### config.mk
export PLATFORM = sky130hd
export DESIGN_NAME = reg_file
export DESIGN_NICKNAME = d
export VERILOG_FILES = /design/src/rtl/reg_file.sv
export SDC_FILE = /design/constraint.sdc
export NUM_CORES = 2
export LEC_CHECK = 0
export BUFFER_PORTS_ARGS = -buffer_cell sky130_fd_sc_hd__buf_2
export CAP_MARGIN = 20
export CORE_MARGIN = 5
export CORE_UTILIZATION = 60
export DETAILED_ROUTE_END_ITERATION = 12
export PLACE_DENSITY_LB_ADDON = 0.05
export SLEW_MARGIN = 40
export SYNTH_ARGS = -nofsm -noshare
export SYNTH_HDL_FRONTEND = slang
export SYNTH_SLANG_ARGS = --single-unit
### constraint.sdc
create_clock -name clk -period 4.6 [get_ports clk]
set_input_delay 0.92 -clock clk [delete_from_list [all_inputs] [get_ports clk]]
set_output_delay 0.92 -clock clk [all_outputs]
set_load 0.005 [all_outputs]
### src/rtl/reg_file.sv
// rtl/reg_file.sv - RV32I 32 x XLEN register file with debug read port and write counter
// Optional same-cycle write-to-read forwarding on RD1/RD2: REG_FILE_BYPASS_EN
module reg_file #(
   parameter int unsigned            XLEN     = 32,
   parameter logic [XLEN-1:0]        SP_RESET = 32'h0000_3FFC,
   parameter logic [XLEN-1:0]        GP_RESET = 32'h0000_1800
) (
   input  logic            clk,
   input  logic            rst_n,
   input  logic [4:0]      A1,
   input  logic [4:0]      A2,
   input  logic [4:0]      A3,
   input  logic [XLEN-1:0] WD3,
   input  logic            WE3,
   output logic [XLEN-1:0] RD1,
   output logic [XLEN-1:0] RD2,
   input  logic [4:0]      DbgAddr,
   output logic [XLEN-1:0] DbgData,
   output logic [15:0]     WrCount
);

   logic [XLEN-1:0] regs_q [32];
   logic [XLEN-1:0] regs_d [32];
   logic [15:0]     wr_count_q;
   logic [15:0]     wr_count_d;
   logic            wr_commit;

   // x0 is hardwired: a write to it neither lands nor counts
   assign wr_commit = WE3 && (A3 != 5'd0);

   always_comb begin
      regs_d     = regs_q;
      wr_count_d = wr_count_q;
      if (wr_commit) begin
         regs_d[A3] = WD3;
         wr_count_d = wr_count_q + 16'd1;
      end
   end

   always_ff @(posedge clk or negedge rst_n) begin
      if (!rst_n) begin
         for (int i = 0; i < 32; i++) begin
            regs_q[i] <= (i == 2) ? SP_RESET : (i == 3) ? GP_RESET : '0;
         end
         wr_count_q <= 16'd0;
      end else begin
         regs_q     <= regs_d;
         wr_count_q <= wr_count_d;
      end
   end

   always_comb begin
      RD1     = (A1 == 5'd0) ? '0 : regs_q[A1];
      RD2     = (A2 == 5'd0) ? '0 : regs_q[A2];
      DbgData = (DbgAddr == 5'd0) ? '0 : regs_q[DbgAddr];
`ifdef REG_FILE_BYPASS_EN
      // Forward the in-flight write to the ALU operands; debug port sees the array only
      if (wr_commit && (A1 == A3)) RD1 = WD3;
      if (wr_commit && (A2 == A3)) RD2 = WD3;
`endif
   end

   assign WrCount = wr_count_q;

endmodule

# Yosys cells after proc, flatten, opt, wreduce, memory -nomap -nowiden
# Index checks and enable logic that the tools add are counted.
# classes
n_addsub,1
n_lt_le_gt_ge,5
n_mux,15
n_bitwise,4
n_reduce_logical,6
# op_table
op,n
$bwmux W1024,1
$bmux W32 S5,3
$mux W32,10
$demux W32 S5,1
$ge A6 B6 Y1 const B,4
$not A5 Y6,4
$add A16 B1 Y16 const B,1
$logic_not A5 Y1,3
$lt A6 B1 Y1 const B,1
$reduce_bool A5 Y1,1
$logic_and A1 B1 Y1,2
# word_totals
reg_bits,1040
in_bits,55
output_inout_bits,112
elab_cells,64

# Longest topological paths before layout
# logic_depth
depth_word,6
mapped_depth,9
ltp_nobuf,4

# Worst setup path after synthesis
# Ideal clock, no wire load.
# synth_path
path_type,input port to output port
startpoint,input port DbgAddr[1]
endpoint,output port DbgData[25]
t_arrival_ns,2.585
required_ns,3.680
setup_slack_ns,1.095
path_stages,7
n_path_buf,3
path_cell_list,buf_2 > buf_4 > buf_2 > mux4_2 > mux2_2 > o22ai_1 > nor3_1
# synth_via
elab_chain_cells,5
# synth_lines
item,line_no,source
from (decl),17,"input logic [4:0] DbgAddr,"
$not A5 Y6 (not written as such),55,DbgData = (DbgAddr == 5'd0) ? '0 : regs_q[DbgAddr];
$bmux W32 S5,55,
$mux W32 (not written as such) (2 in series),55,
$mux W32 *,55,
to (decl),18,"output logic [XLEN-1:0] DbgData,"
# Mark *: on every way between the ends. The rest lies on a longest branch, timed or not. The select of a mux whose other input is x is not followed.

# Final worst setup path
# layout_path
startpoint,input port A2[0]
endpoint,output port RD2[3]
# layout_via
elab_chain_cells,5
# layout_lines
item,line_no,source
from (decl),11,"input logic [4:0] A2,"
$not A5 Y6 (not written as such),54,RD2 = (A2 == 5'd0) ? '0 : regs_q[A2];
$bmux W32 S5,54,
$mux W32 (not written as such) (2 in series),54,
$mux W32 *,54,
to (decl),16,"output logic [XLEN-1:0] RD2,"
# Marks and branches as above.

==> flow_results.xml <==
<?xml version="1.0" encoding="UTF-8"?>
<metrics>
  <group name="timing">
    <metric name="min_period" unit="ns">4.57</metric>
    <metric name="fin_hold_ws" unit="ns">0.200</metric>
    <metric name="setup_viol" unit="">0</metric>
    <metric name="layout_setup_ws" unit="ns">0.0281</metric>
    <metric name="setup_repair_after_global_routing_missed_its_margin" unit="">no</metric>
    <metric name="fmaxAchievable" unit="MHz">219</metric>
    <metric name="pins_over_their_slew_limit" unit="">0</metric>
    <metric name="worst_pin_slew" unit="ns">1.04</metric>
    <metric name="slew_headroom" unit="">0.301</metric>
    <metric name="endpoints_failing_hold" unit="">0</metric>
    <metric name="fin_setup_tns" unit="ns">0</metric>
    <metric name="fin_worst_skew" unit="ns">0.00310</metric>
    <metric name="final_min_period_over_clock_period" unit="">0.994</metric>
  </group>
  <group name="setup_path">
    <metric name="cp_slowest_stage_delay" unit="ns">0.61</metric>
    <metric name="critPathCaptureType" unit="">output port</metric>
    <metric name="timing_worst_setup_path_type" unit="">input pin to output port</metric>
    <metric name="worstPathCellList" unit="">buf_8 &gt; buf_12 &gt; mux2i_1 &gt; o22ai_1 &gt; a2111oi_0 &gt; nor3_2 &gt; buf_2</metric>
    <metric name="r2r_slack" unit="ns">2.98</metric>
    <metric name="reg2reg_depth" unit="">4</metric>
    <metric name="startpoint_type" unit="">input pin</metric>
    <metric name="critPathRequiredTime" unit="ns">3.68</metric>
    <metric name="timing.critical_path.slowest_stage_cell" unit="">sky130_fd_sc_hd__mux2i_1</metric>
    <metric name="timing.critical_path.fanout_max" unit="">31</metric>
    <metric name="worst_ep_arrival_time" unit="ns">3.65</metric>
  </group>
  <group name="power_and_ir_drop">
    <metric name="p_leak" unit="uW">0.0303</metric>
    <metric name="powerDensity" unit="nW/um2">427</metric>
    <metric name="peakVddDrop" unit="mV">0.374</metric>
  </group>
  <group name="die">
    <metric name="top_level_port_count" unit="">167</metric>
    <metric name="die_w" unit="um">334</metric>
    <metric name="dieArea" unit="um2">112000</metric>
    <metric name="start_util" unit="">0.601</metric>
    <metric name="die_h" unit="um">334</metric>
    <metric name="coreArea" unit="um2">105000</metric>
    <metric name="std_cell_rows" unit="">119</metric>
  </group>
  <group name="cells_and_area">
    <metric name="area.sequential" unit="um2">26000</metric>
    <metric name="post_layout_nonfiller_instances" unit="">5839</metric>
    <metric name="multi_input_area" unit="um2">35000</metric>
    <metric name="area_growth" unit="%">12.5</metric>
    <metric name="final_net_count" unit="">4394</metric>
    <metric name="drive_gt1_frac" unit="">0.550</metric>
    <metric name="fillers" unit="">7453</metric>
    <metric name="final_core_utilization" unit="">0.677</metric>
  </group>
  <group name="route">
    <metric name="drtPass1Iterations" unit="">5</metric>
    <metric name="route.detailed.drc" unit="">0</metric>
    <metric name="wl_per_cell" unit="um">37.7</metric>
    <metric name="detail_route.wirelength" unit="um">220000</metric>
    <metric name="dr_total_vias" unit="">44800</metric>
    <metric name="drtAntennaViolNets" unit="">0</metric>
    <metric name="drt-initial-drc-count" unit="">5828</metric>
    <metric name="drt-vias-per-instance" unit="">7.67</metric>
  </group>
  <group name="cts">
    <metric name="number_of_buffers_inserted_during_clock_tree_synthesis" unit="">115</metric>
    <metric name="insertion_delay" unit="ns">0.71</metric>
    <metric name="clockBufferDepth" unit="">3</metric>
    <metric name="cts_post_setup_buffers_inserted" unit="">0</metric>
    <metric name="worst_setup_hold_path_clk_slew" unit="ns">0.06</metric>
    <metric name="clkSinkCount" unit="">1040</metric>
    <metric name="cts_tree" unit="">yes</metric>
    <metric name="post_cts_hold_buffer_count" unit="">0</metric>
    <metric name="post_cts_resized" unit="">0</metric>
    <metric name="clock-root-buffer" unit="">sky130_fd_sc_hd__clkbuf_16</metric>
    <metric name="cts_max_level" unit="">3</metric>
  </group>
  <group name="grt">
    <metric name="first_global_vias" unit="">45100</metric>
    <metric name="gr-usage-all-layers" unit="">0.394</metric>
    <metric name="grt.overflow.total" unit="">0</metric>
    <metric name="grt_start_max_net_pins" unit="">97</metric>
    <metric name="first_pass_grt_wire_length" unit="um">322000</metric>
    <metric name="antenna_found_initial" unit="">18</metric>
  </group>
  <group name="placed_design">
    <metric name="dp.final_hpwl" unit="um">136000</metric>
    <metric name="place_ws" unit="ns">0.140</metric>
    <metric name="place.detailed.instances" unit="">5612</metric>
    <metric name="routabilityCongestion" unit="">0.891</metric>
    <metric name="buffer_ports.inserted" unit="">166</metric>
  </group>
  <group name="hold_path">
    <metric name="class_of_the_tightest_hold_or_removal_check" unit="">input pin to asynchronous set/reset pin</metric>
  </group>
  <group name="synth">
    <metric name="ys_ff_latch" unit="">1040</metric>
    <metric name="synth_cell_types" unit="">54</metric>
    <metric name="syn_area_per_cell" unit="um2">14.7</metric>
    <metric name="yosys_warnings" unit="">0</metric>
    <metric name="yosysSeqAreaShare" unit="">0.413</metric>
    <metric name="synth_cells" unit="">4295</metric>
    <metric name="ys.flop_type" unit="">sky130_fd_sc_hd__dfrtp_1</metric>
    <metric name="number_of_synthesized_flops_with_an_enable_pin" unit="">0</metric>
    <metric name="synthesis.nets" unit="">4351</metric>
    <metric name="syn-cell-area" unit="um2">63000</metric>
    <metric name="synthArstFlopShare" unit="">1.00</metric>
  </group>
  <group name="flow_run">
    <metric name="cap_violations" unit="">0</metric>
  </group>
  <group name="outcome">
    <metric name="outcome" unit="">finished clean</metric>
  </group>
</metrics>
==> cell families after synthesis <==
kind of cell	Yosys count	synth area share
buffers and inverters	529	0.0378
DFF	1040	0.413
muxes	2014	0.473
adders and majority gates	1	0.000198
and+or+nand+nor	276	0.0240
xor gates and xnor gates	15	0.00208
AOI/OAI and AO/OA	420	0.0497
==> state kept, by name (all words and copies together) (netlist names) <==
| register | cells |
|---|---|
| WrCount | 16 |
| regs_q | 1024 |
==> power breakdown <==
part | internal (uW) | switching (uW)
combinational | 4310 | 2910
sequential | 10900 | 1850
clock | 6290 | 4020
==> worst max-delay path, delay by kind of cell <==
kind | cells | cell delay (ns)
mux | 1 | 0.61
simple gates | 1 | 0.20
compound gates | 2 | 0.96
buf+inv | 3 | 0.84
==> cell usage in the layout (no fill, tap or decap), types with 68 or more instances in the layout <==
| cell type | netlist | routed |
|---|---|---|
| sky130_fd_sc_hd__mux2_2 | 1048 | 1048 |
| sky130_fd_sc_hd__dfrtp_1 | 1026 | 1026 |
| sky130_fd_sc_hd__mux4_2 | 668 | 668 |
| sky130_fd_sc_hd__mux2i_1 | 294 | 294 |
| sky130_fd_sc_hd__buf_4 | 41 | 209 |
| sky130_fd_sc_hd__buf_2 | 139 | 155 |
| sky130_fd_sc_hd__clkbuf_16 | 0 | 117 |
| sky130_fd_sc_hd__o22ai_1 | 94 | 94 |
| sky130_fd_sc_hd__a22oi_1 | 80 | 80 |
| sky130_fd_sc_hd__nor3_1 | 78 | 68 |
==> area by class of cell <==
| type | count | area share |
|---|---|---|
| inverter | 8 | 0.000423 |
| multi-input combinational | 2726 | 0.493 |
| antenna | 9 | 0.000317 |
| clock inverter | 60 | 0.0125 |
| tap | 1391 | 0.0245 |
| timing repair buffer | 447 | 0.0546 |
| clock buffer | 158 | 0.0471 |
| sequential | 1040 | 0.367 |
==> path summary, 6_finish.rpt <==
check,end,startpoint
min in group clk,regs_q[1023],regs_q[1023]
max in group asynchronous,regs_q[907],rst_n
min reg2reg,regs_q[1023],regs_q[1023]
min,regs_q[690],rst_n
max reg2reg,WrCount[11],WrCount[2]
max,RD2[3],A2[0]
==> metrics by stage <==
step,cell area [um2],total power (uW)
2_1_floorplan,63000,17400
3_3_place_gp,66500,19700
3_5_place_dp,66700,19900
4_1_cts,70900,30200
5_1_grt,70900,31400
6_report,71000,30300
==> cells in the mapped netlist, types with 3 or more instances <==
| library cell | number | share of area |
|---|---|---|
| sky130_fd_sc_hd__a2111oi_0 | 35 | 0.0049 |
| sky130_fd_sc_hd__a211oi_1 | 52 | 0.0062 |
| sky130_fd_sc_hd__a21oi_1 | 40 | 0.0032 |
| sky130_fd_sc_hd__a22o_1 | 58 | 0.0081 |
| sky130_fd_sc_hd__a22oi_1 | 80 | 0.0095 |
| sky130_fd_sc_hd__a32o_1 | 8 | 0.0013 |
| sky130_fd_sc_hd__and2_1 | 21 | 0.0021 |
| sky130_fd_sc_hd__buf_1 | 59 | 0.0035 |
| sky130_fd_sc_hd__buf_2 | 139 | 0.011 |
| sky130_fd_sc_hd__buf_4 | 41 | 0.0049 |
| sky130_fd_sc_hd__buf_6 | 5 | 0.00089 |
| sky130_fd_sc_hd__clkbuf_1 | 275 | 0.016 |
| sky130_fd_sc_hd__dfrtp_1 | 1026 | 0.41 |
| sky130_fd_sc_hd__dfstp_2 | 14 | 0.0058 |
| sky130_fd_sc_hd__inv_1 | 6 | 0.00036 |
| sky130_fd_sc_hd__mux2_1 | 4 | 0.00071 |
| sky130_fd_sc_hd__mux2_2 | 1048 | 0.19 |
| sky130_fd_sc_hd__mux2i_1 | 294 | 0.047 |
| sky130_fd_sc_hd__mux4_2 | 668 | 0.24 |
| sky130_fd_sc_hd__nand2_1 | 29 | 0.0017 |
| sky130_fd_sc_hd__nand2b_1 | 13 | 0.0013 |
| sky130_fd_sc_hd__nand3_1 | 6 | 0.00048 |
| sky130_fd_sc_hd__nand4_1 | 5 | 0.00050 |
| sky130_fd_sc_hd__nor2_1 | 22 | 0.0013 |
| sky130_fd_sc_hd__nor2b_1 | 59 | 0.0059 |
| sky130_fd_sc_hd__nor3_1 | 78 | 0.0062 |
| sky130_fd_sc_hd__nor4_1 | 27 | 0.0027 |
| sky130_fd_sc_hd__o221ai_1 | 30 | 0.0042 |
| sky130_fd_sc_hd__o22ai_1 | 94 | 0.0093 |
| sky130_fd_sc_hd__o32ai_1 | 14 | 0.0019 |
| sky130_fd_sc_hd__or2_2 | 3 | 0.00030 |
| sky130_fd_sc_hd__xnor2_1 | 6 | 0.00083 |
| sky130_fd_sc_hd__xor2_1 | 9 | 0.0013 |
==> layer usage <==
layer  vias up  share of wire  wire, um  GRT usage
met1     24000           0.38     83600      0.537
met4        14          0.052     11600      0.171
met3       683           0.12     26400      0.130
met5         -        0.00039        85          0
li1      17200              -         -          -
met2      2849           0.45     98700      0.587
(Power assumes the default switching activity.)
